$ cat src/rtl/lsu_arb_pkg.sv
// Shared types for the two-master LSU arbiter: FSM states, request payload, master ID.
// The optional lock feature is enabled by defining LSU_ARB_LOCK_EN.
package lsu_arb_pkg;

  localparam int unsigned MAX_LOCK_DEFAULT = 4;

  typedef enum logic [1:0] {
    IDLE,
    ISSUE,
    RESP
  } state_t;

  typedef logic mid_t;

  typedef struct packed {
    logic [31:0] addr;
    logic [31:0] wdata;
    logic [3:0]  bmask;
    logic        wren;
    logic        lock;
  } req_t;

  function automatic mid_t other_master(input mid_t id);
    return ~id;
  endfunction

endpackage

$ cat src/rtl/lsu_arb_rr.sv
// Combinational two-input round-robin pick with an optional lock override.
// Produces a one-hot grant; all zeros when neither master is valid.
module lsu_arb_rr
  import lsu_arb_pkg::*;
(
  input  logic [1:0] valid,
  input  mid_t       rr_ptr,
  input  logic       lock_hold,
  input  mid_t       lock_id,
  output logic [1:0] grant
);

  // A live lock wins over the pointer; otherwise ties go to rr_ptr.
  always_comb begin
    grant = 2'b00;
    if (lock_hold && valid[lock_id]) begin
      grant[lock_id] = 1'b1;
    end else if (valid == 2'b11) begin
      grant[rr_ptr] = 1'b1;
    end else begin
      grant = valid;
    end
  end

endmodule

$ cat src/rtl/lsu_arbiter.sv
// Two-master arbiter in front of a single-cycle LSU: accept, issue, respond.
// Define LSU_ARB_LOCK_EN to let a master hold the port for up to MAX_LOCK grants.
module lsu_arbiter
  import lsu_arb_pkg::*;
#(
  parameter int unsigned MAX_LOCK = MAX_LOCK_DEFAULT
) (
  input  logic        i_clk,
  input  logic        i_reset,
  input  logic        i_m0_valid,
  output logic        o_m0_ready,
  input  logic [31:0] i_m0_addr,
  input  logic [31:0] i_m0_wdata,
  input  logic [3:0]  i_m0_bmask,
  input  logic        i_m0_wren,
  input  logic        i_m0_lock,
  output logic        o_m0_rsp_valid,
  output logic [31:0] o_m0_rsp_rdata,
  input  logic        i_m1_valid,
  output logic        o_m1_ready,
  input  logic [31:0] i_m1_addr,
  input  logic [31:0] i_m1_wdata,
  input  logic [3:0]  i_m1_bmask,
  input  logic        i_m1_wren,
  input  logic        i_m1_lock,
  output logic        o_m1_rsp_valid,
  output logic [31:0] o_m1_rsp_rdata,
  output logic [31:0] o_lsu_addr,
  output logic [31:0] o_lsu_wdata,
  output logic [3:0]  o_lsu_bmask,
  output logic        o_lsu_wren,
  input  logic [31:0] i_lsu_rdata
);

  state_t      state;
  mid_t        rr_ptr;
  mid_t        gid;
  mid_t        lock_id;
  logic        lock_hold;
  logic        accept;
  logic [1:0]  valid;
  logic [1:0]  grant;
  req_t        m_req [2];

  logic [31:0] iss_addr;
  logic [31:0] iss_wdata;
  logic [3:0]  iss_bmask;
  logic        iss_wren;
  mid_t        iss_id;

  logic [1:0]  rsp_valid;
  logic [31:0] rsp_data [2];

  assign valid    = {i_m1_valid, i_m0_valid};
  assign m_req[0] = '{addr: i_m0_addr, wdata: i_m0_wdata, bmask: i_m0_bmask,
                      wren: i_m0_wren, lock: i_m0_lock};
  assign m_req[1] = '{addr: i_m1_addr, wdata: i_m1_wdata, bmask: i_m1_bmask,
                      wren: i_m1_wren, lock: i_m1_lock};

  // The last granted master is always the one rr_ptr does not point at.
  assign lock_id = other_master(rr_ptr);

`ifdef LSU_ARB_LOCK_EN
  logic [3:0] lock_cnt;

  assign lock_hold = (lock_cnt != 4'd0) && (lock_cnt < 4'(MAX_LOCK));

  // Counts consecutive locked grants; a fresh locked run starts at 1.
  always_ff @(posedge i_clk) begin
    if (i_reset) begin
      lock_cnt <= 4'd0;
    end else if (accept) begin
      if (!m_req[gid].lock) begin
        lock_cnt <= 4'd0;
      end else if (lock_hold && (gid == lock_id)) begin
        lock_cnt <= lock_cnt + 4'd1;
      end else begin
        lock_cnt <= 4'd1;
      end
    end
  end
`else
  logic unused_lock;

  assign lock_hold   = 1'b0;
  assign unused_lock = m_req[0].lock ^ m_req[1].lock;
`endif

  lsu_arb_rr u_rr (
    .valid     (valid),
    .rr_ptr    (rr_ptr),
    .lock_hold (lock_hold),
    .lock_id   (lock_id),
    .grant     (grant)
  );

  assign accept     = (state != ISSUE) && !i_reset && (valid != 2'b00);
  assign gid        = mid_t'(grant[1]);
  assign o_m0_ready = accept && grant[0];
  assign o_m1_ready = accept && grant[1];

  // Single FSM: captures the winner, issues one LSU cycle, then returns the response.
  always_ff @(posedge i_clk) begin
    if (i_reset) begin
      state       <= IDLE;
      rr_ptr      <= 1'b0;
      iss_addr    <= '0;
      iss_wdata   <= '0;
      iss_bmask   <= '0;
      iss_wren    <= 1'b0;
      iss_id      <= 1'b0;
      rsp_valid   <= 2'b00;
      rsp_data[0] <= '0;
      rsp_data[1] <= '0;
    end else begin
      case (state)
        IDLE, RESP: begin
          rsp_valid <= 2'b00;
          if (accept) begin
            state     <= ISSUE;
            rr_ptr    <= other_master(gid);
            iss_addr  <= m_req[gid].addr;
            iss_wdata <= m_req[gid].wdata;
            iss_bmask <= m_req[gid].bmask;
            iss_wren  <= m_req[gid].wren;
            iss_id    <= gid;
          end else begin
            state <= IDLE;
          end
        end
        ISSUE: begin
          state            <= RESP;
          rsp_valid        <= 2'b01 << iss_id;
          rsp_data[iss_id] <= iss_wren ? 32'd0 : i_lsu_rdata;
        end
        default: begin
          state     <= IDLE;
          rsp_valid <= 2'b00;
        end
      endcase
    end
  end

  assign o_lsu_addr     = (state == ISSUE) ? iss_addr : 32'd0;
  assign o_lsu_wdata    = (state == ISSUE) ? iss_wdata : 32'd0;
  assign o_lsu_bmask    = (state == ISSUE) ? iss_bmask : 4'd0;
  assign o_lsu_wren     = (state == ISSUE) && !i_reset && iss_wren;

  assign o_m0_rsp_valid = rsp_valid[0];
  assign o_m1_rsp_valid = rsp_valid[1];
  assign o_m0_rsp_rdata = rsp_data[0];
  assign o_m1_rsp_rdata = rsp_data[1];

endmodule

$ cat config.mk
export PLATFORM = sky130hd
export DESIGN_NAME = lsu_arbiter
export DESIGN_NICKNAME = d
export VERILOG_FILES = /design/src/rtl/lsu_arb_pkg.sv /design/src/rtl/lsu_arb_rr.sv /design/src/rtl/lsu_arbiter.sv
export SDC_FILE = /design/constraint.sdc
export NUM_CORES = 1
export LEC_CHECK = 0
export ABC_AREA = 1
export BUFFER_PORTS_ARGS = -buffer_cell sky130_fd_sc_hd__buf_2
export CAP_MARGIN = 20
export CORE_UTILIZATION = 30
export CTS_CLUSTER_SIZE = 10
export DETAILED_ROUTE_END_ITERATION = 7
export HOLD_SLACK_MARGIN = 0.03
export SETUP_SLACK_MARGIN = 0.2
export SLEW_MARGIN = 20
export SYNTH_ARGS = -nofsm -noshare
export SYNTH_HDL_FRONTEND = slang
export SYNTH_SLANG_ARGS = --single-unit
$ cat constraint.sdc
create_clock -name i_clk -period 2.6 [get_ports i_clk]
set_input_delay 0.65 -clock i_clk [delete_from_list [all_inputs] [get_ports i_clk]]
set_output_delay 0.65 -clock i_clk [all_outputs]
set_load 0.01 [all_outputs]
Word-level counts from Yosys, hierarchy flattened

Memory sizes are Yosys's and may differ from the RTL's.
Index checks and enable logic that the tools add are counted.

Memories: 1
Register bits after elaboration: 75
Bits in writable memories: 64
Word-level logic and storage cells: 54
ROM bits: 0
Latch bits: 0

Memories:

| memory   | depth | width | rd ports | clocked after Yosys merged registers in | write ports | RTL line          | text |
|---|---|---|---|---|---|---|---|
| rsp_data | 2     | 32    | 2        | 0                                       | 2           | lsu_arbiter.sv:52 | `logic [31:0] rsp_data [2];` |

Muxes and demuxes: 20
Multiply operators: 0
Shifts and indexed selects: 1
$add $sub $neg: 0
Eq/ne operators: 4
Bitwise logic cells: 3
Reduce and logical (&&, ||, !) cells: 14
Magnitude comparators: 3
Div/mod/pow operators: 0

Operator list:

| operator                                                    | number |
|---|---|
| two-way mux 70 bit                                          | 3 |
| two-way mux 32 bit                                          | 4 |
| OR reduction 32 bit                                         | 1 |
| two-way mux 1 bit                                           | 9 |
| logical AND 1 bit                                           | 7 |
| == test 2 bit (second input constant)                       | 2 |
| two-way mux 4 bit                                           | 1 |
| case mux 2 bit (2 select lines)                             | 1 |
| OR reduction 2 bit                                          | 2 |
| == test 2 x 1 -> 1 bit (second input constant)              | 1 |
| >= comparator 2 bit (second input constant)                 | 1 |
| logical NOT 2 bit                                           | 1 |
| less-than comparator 1 x 2 -> 1 bit (second input constant) | 1 |
| two-way mux 2 bit                                           | 1 |
| != test 2 x 1 -> 1 bit (second input constant)              | 1 |
| NOT 1 bit                                                   | 2 |
| NOT 1 -> 2 bit                                              | 1 |
| AND reduction 2 bit                                         | 1 |
| nonzero test 2 bit                                          | 1 |
| << shifter 1 x 1 -> 2 bit (first input constant)            | 1 |
| demux 1 bit (select 1 bit)                                  | 1 |
| >= comparator 1 bit (second input constant)                 | 1 |
| logical NOT 1 bit                                           | 1 |

Depth between registers and ports, before layout

Word-level depth: 9
Depth in mapped cells: 7
Depth with buffers taken out: 6

By module

From an unflattened synthesis, not the netlist that was laid out.

Cell total of the unflattened synthesis: 955
Area, all modules: 6675.2 µm²

Modules (own cells, without submodules):

| module      | cells an instance | times used | seq. area each (µm²) | area an instance (µm²) |
|---|---|---|---|---|
| lsu_arbiter | 945               | 1          | 3423.3               | 6627.6 |
| lsu_arb_rr  | 10                | 1          | 0.0                  | 47.5 |

Least setup slack after synthesis

OpenSTA, ideal clock, no wires.

Path kind: input-to-reg
Start: in i_reset
End: mem rsp_data[0][0] (enable)
Data required time: 2211 ps
Setup time: 389 ps
Arrival: 1775 ps
Stages on the path: 4
Path slack: 435 ps
Cells stage by stage: nor2_2 > nand2_1 > buf_2 > nand2_1

RTL lines:

| what               | RTL line          | text |
|---|---|---|
| start: declaration | lsu_arbiter.sv:9  | `input logic i_reset,` |
| end: declaration   | lsu_arbiter.sv:52 |  |

Worst setup path in the final report

Start: reg state[0]
End: out o_lsu_addr[16]

Longest elaborated chain between the ends: 2

Ends and longest elaborated chain:

| what                     | RTL line           | text |
|---|---|---|
| start: declaration       | lsu_arbiter.sv:35  | `state_t state;` |
| start signal: assignment | lsu_arbiter.sv:105 | `state <= IDLE;` |
| start signal: assignment | lsu_arbiter.sv:120 | `state <= ISSUE;` |
| start signal: assignment | lsu_arbiter.sv:128 | `state <= IDLE;` |
| == test 2 x 1 -> 1 bit   | lsu_arbiter.sv:144 | `assign o_lsu_addr = (state == ISSUE) ? iss_addr : 32'd0;` |
| two-way mux 32 bit       | lsu_arbiter.sv:144 |  |
| end: declaration         | lsu_arbiter.sv:28  | `output logic [31:0] o_lsu_addr,` |

Every way passes these cells.

==> impl_results.md <==
- Outcome: finished with violations
- Failing checks: design-rule violations
- Largest net degree at the start of global routing: between 70 and 80
- CP Capture Type: output port
- Final Hold Fails: 0
- Fmax: 445 MHz
- Critical path's top delay family: buffers and inverters
- CP startpoint kind: register
- Fin area: between 0.009 and 0.01 mm^2
- Clock Tree Root: clkbuf_16
- Worst slew pin tran: 786 ps
- Avg Vias per Cell: around 4.3
- R2R cell count: 5
- CP cell instances: nand2_4 -> buf_12 -> buf_4 -> nor2_1 -> buf_2
- CP max stage delay: around 370 ps
- Req. time, crit path: 1950 ps
- FF+latch count, synth: 139
- Setup bufs post-CTS: 0
- Finished Layout Cells: 1526
- Die area: 0.0232 mm^2
- Post-cts sizing count: 1
- Starting Density: 30.8%
- Crit Path Class: register to output port
- Grt total ovfl: 0
- Die X: 152 um
- NumNets Final: around 1400
- Post-route setup TNS: 0 ps
- Post-Synthesis Cells: ~940
- DP Wirelength: 13.4 mm
- Yosys top cell by area: edfxtp_1
- Finished Core Util: approximately two fifths
- Cell Area, Synth: about 0.0068 mm^2
- Placed cells: 1493
- CTS Hold Buffers Added: 0
- Arrival time at the worst endpoint: 1600 ps
- Placeable Area: 0.0220 mm^2
- Worst skew pair latency: 410 ps
- Clock slew at reported path FFs: approximately 60 ps
- Slowest library cell on the worst path: dfxtp_1
- Antenna violations before repair: 0
- Htree depth: 4
- Warnings, synthesis: 0
- Area growth, synth to finish: 34.7%
- Final slew viol count: 0
- Seq/Total Area, Yosys: 50.6%
- FP Rows: 54
- First-pass GRT wire length: 31.4 mm
- Lkg Pwr: 5.20 nW
- Pwr dens: 625 mW/mm^2
- Vias in the first global route: 6304
- Period utilization: 86.4%
- Number of buffers added on ports: 310
- Placer Congestion: 0.805
- Synth Area per Inst: 7.17 um^2
- Hold Crit Class: register to register
- Hold path cells: 2
- Final setup violation count: 0
- Pre-Repair DR Iteration Count: 7
- Count of different cell masters after synthesis: 18
- WP buf/inv: 3
- Top-level port count: 313
- RSZ-0062 raised after global routing: no
- CTS tree: yes
- Main area contributors after synthesis: edfxtp_1 28%, dfxtp_1 22%, inv_1 14%
- WL/cell: 12.7 um
- Critical Path Stages: 5
- Top cell type's share of synthesized area: 28.4%
- Fin crit period: 2250 ps
- Final wirelength: 19.4 mm
- Hold path startpoint: iss_wdata[23]
- Layout cells sized above 1: 29.2%
- Post-DRT Antenna Nets: 0
- Max Cap Violations: 0
- Slew margin rel.: a little under half
- Reg-to-reg slack, setup: 980 ps
- # DRC: 42
- Clock Skews: roughly 9.9 ps
- Initial drt markers: 240
- Critical Path Source: state[0]
- GRT Util Overall: approximately 17%
- Placed inst area: 0.00856 mm^2
- Sink Count: 139
- Fillers: ~2300
- Max Root-Sink Buffers: 2
- Total power: 5.70 mW
- Worst r2r src: state[0]
- CTS Buf Count: 17
- Post-synthesis net count: roughly 1100
- Max VDD drop: around 0.3 mV
- Via Count: approximately 6600
- Critical path peak fanout: 30
- Die Y-Extent: 152 um
cell families (layout without fill, tap and decap cells):
group	count (synthesis)	after routing	share of synthesized area, %
flops	139	139	50.6
simple gates	499	499	31.7
other cells	0	1	0
compound gates	2	2	0.203
buf+inv	304	605	17.5
flip-flops by register name, indices dropped and copies added, names as in the netlist:
name and flops:
iss_bmask 4, rsp_data 64, rsp_valid 2, iss_id 1, iss_wren 1, iss_addr 32
iss_wdata 32, rr_ptr 1, state 2
worst paths after layout:
check                   endpoint
setup / recovery  o_lsu_addr[16]
hold / removal     iss_wdata[23]
setup reg to reg  rsp_data[1][4]
hold reg to reg    iss_wdata[23]
per-layer routing:
metal / track usage [%] / part of all wire [%] / up-vias / wire length, um
met2: 30.8 / 49 / 226 / 9470
met4: 4.81 / 1.0 / 0 / 198
li1: - / - / 3401 / -
met3: 4.21 / 7.4 / 11 / 1440
met5: 0 / 0 / - / 0
met1: 20.1 / 43 / 2949 / 8260
worst register-to-register path: stages (launching register included):
cell and delay (ps):
dfxtp_1 370, nand2_4 170, nor2_2 160, nand2_1 80
nand2_1 60, buf_4 380
metrics by stage:
step | setup slack (ps) | hold WS (ps)
after floorplan | 435 | 447
after global placement | 494 | 458
after detailed placement | 506 | 461
after CTS | 318 | 448
after global routing | 207 | 470
final | 353 | 468
layout by cell type, fill, tap and decap left out, drive strengths merged:
cell type  instances
clkinvlp           6
nor3              65
clkinv             6
nand2            219
inv              251
a21oi              1
dfxtp             75
nand3            141
bufinv             1
o21ai              1
diode              1
nor3b              1
edfxtp            64
buf              324
nor2              73
clkbuf            17
power by group:
part           switching, mW  total [mW]  internal, mW
Combinational          0.540       0.868         0.328
Clock                  0.972        2.28          1.31
Sequential            0.0769        2.55          2.47
Total                   1.59        5.70          4.11
area by class of cell:
type | instances | area (um^2) | area share [%]
clock inverter | 15 | 125 | 1.37
sequential | 139 | 3420 | 37.6
multi-input combinational | 501 | 2170 | 23.8
timing repair buffer | 324 | 1680 | 18.4
tap | 280 | 350 | 3.84
inverter | 249 | 935 | 10.3
clock buffer | 17 | 425 | 4.67
antenna | 1 | 2.50 | 0.0274
synthesized netlist by cell type:
cell / n
inv_1: 245
nand2_1: 218
nand3_1: 140
dfxtp_1: 75
nor2_1: 72
nor3_1: 65
edfxtp_1: 64
buf_2: 33
clkbuf_1: 14
buf_1: 7
inv_2: 4
a21oi_1: 1
buf_4: 1
nand2_2: 1
nand3_2: 1
nor2_2: 1
nor3b_1: 1
o21ai_2: 1
No activity file was read; power rests on OpenSTA's default activity.
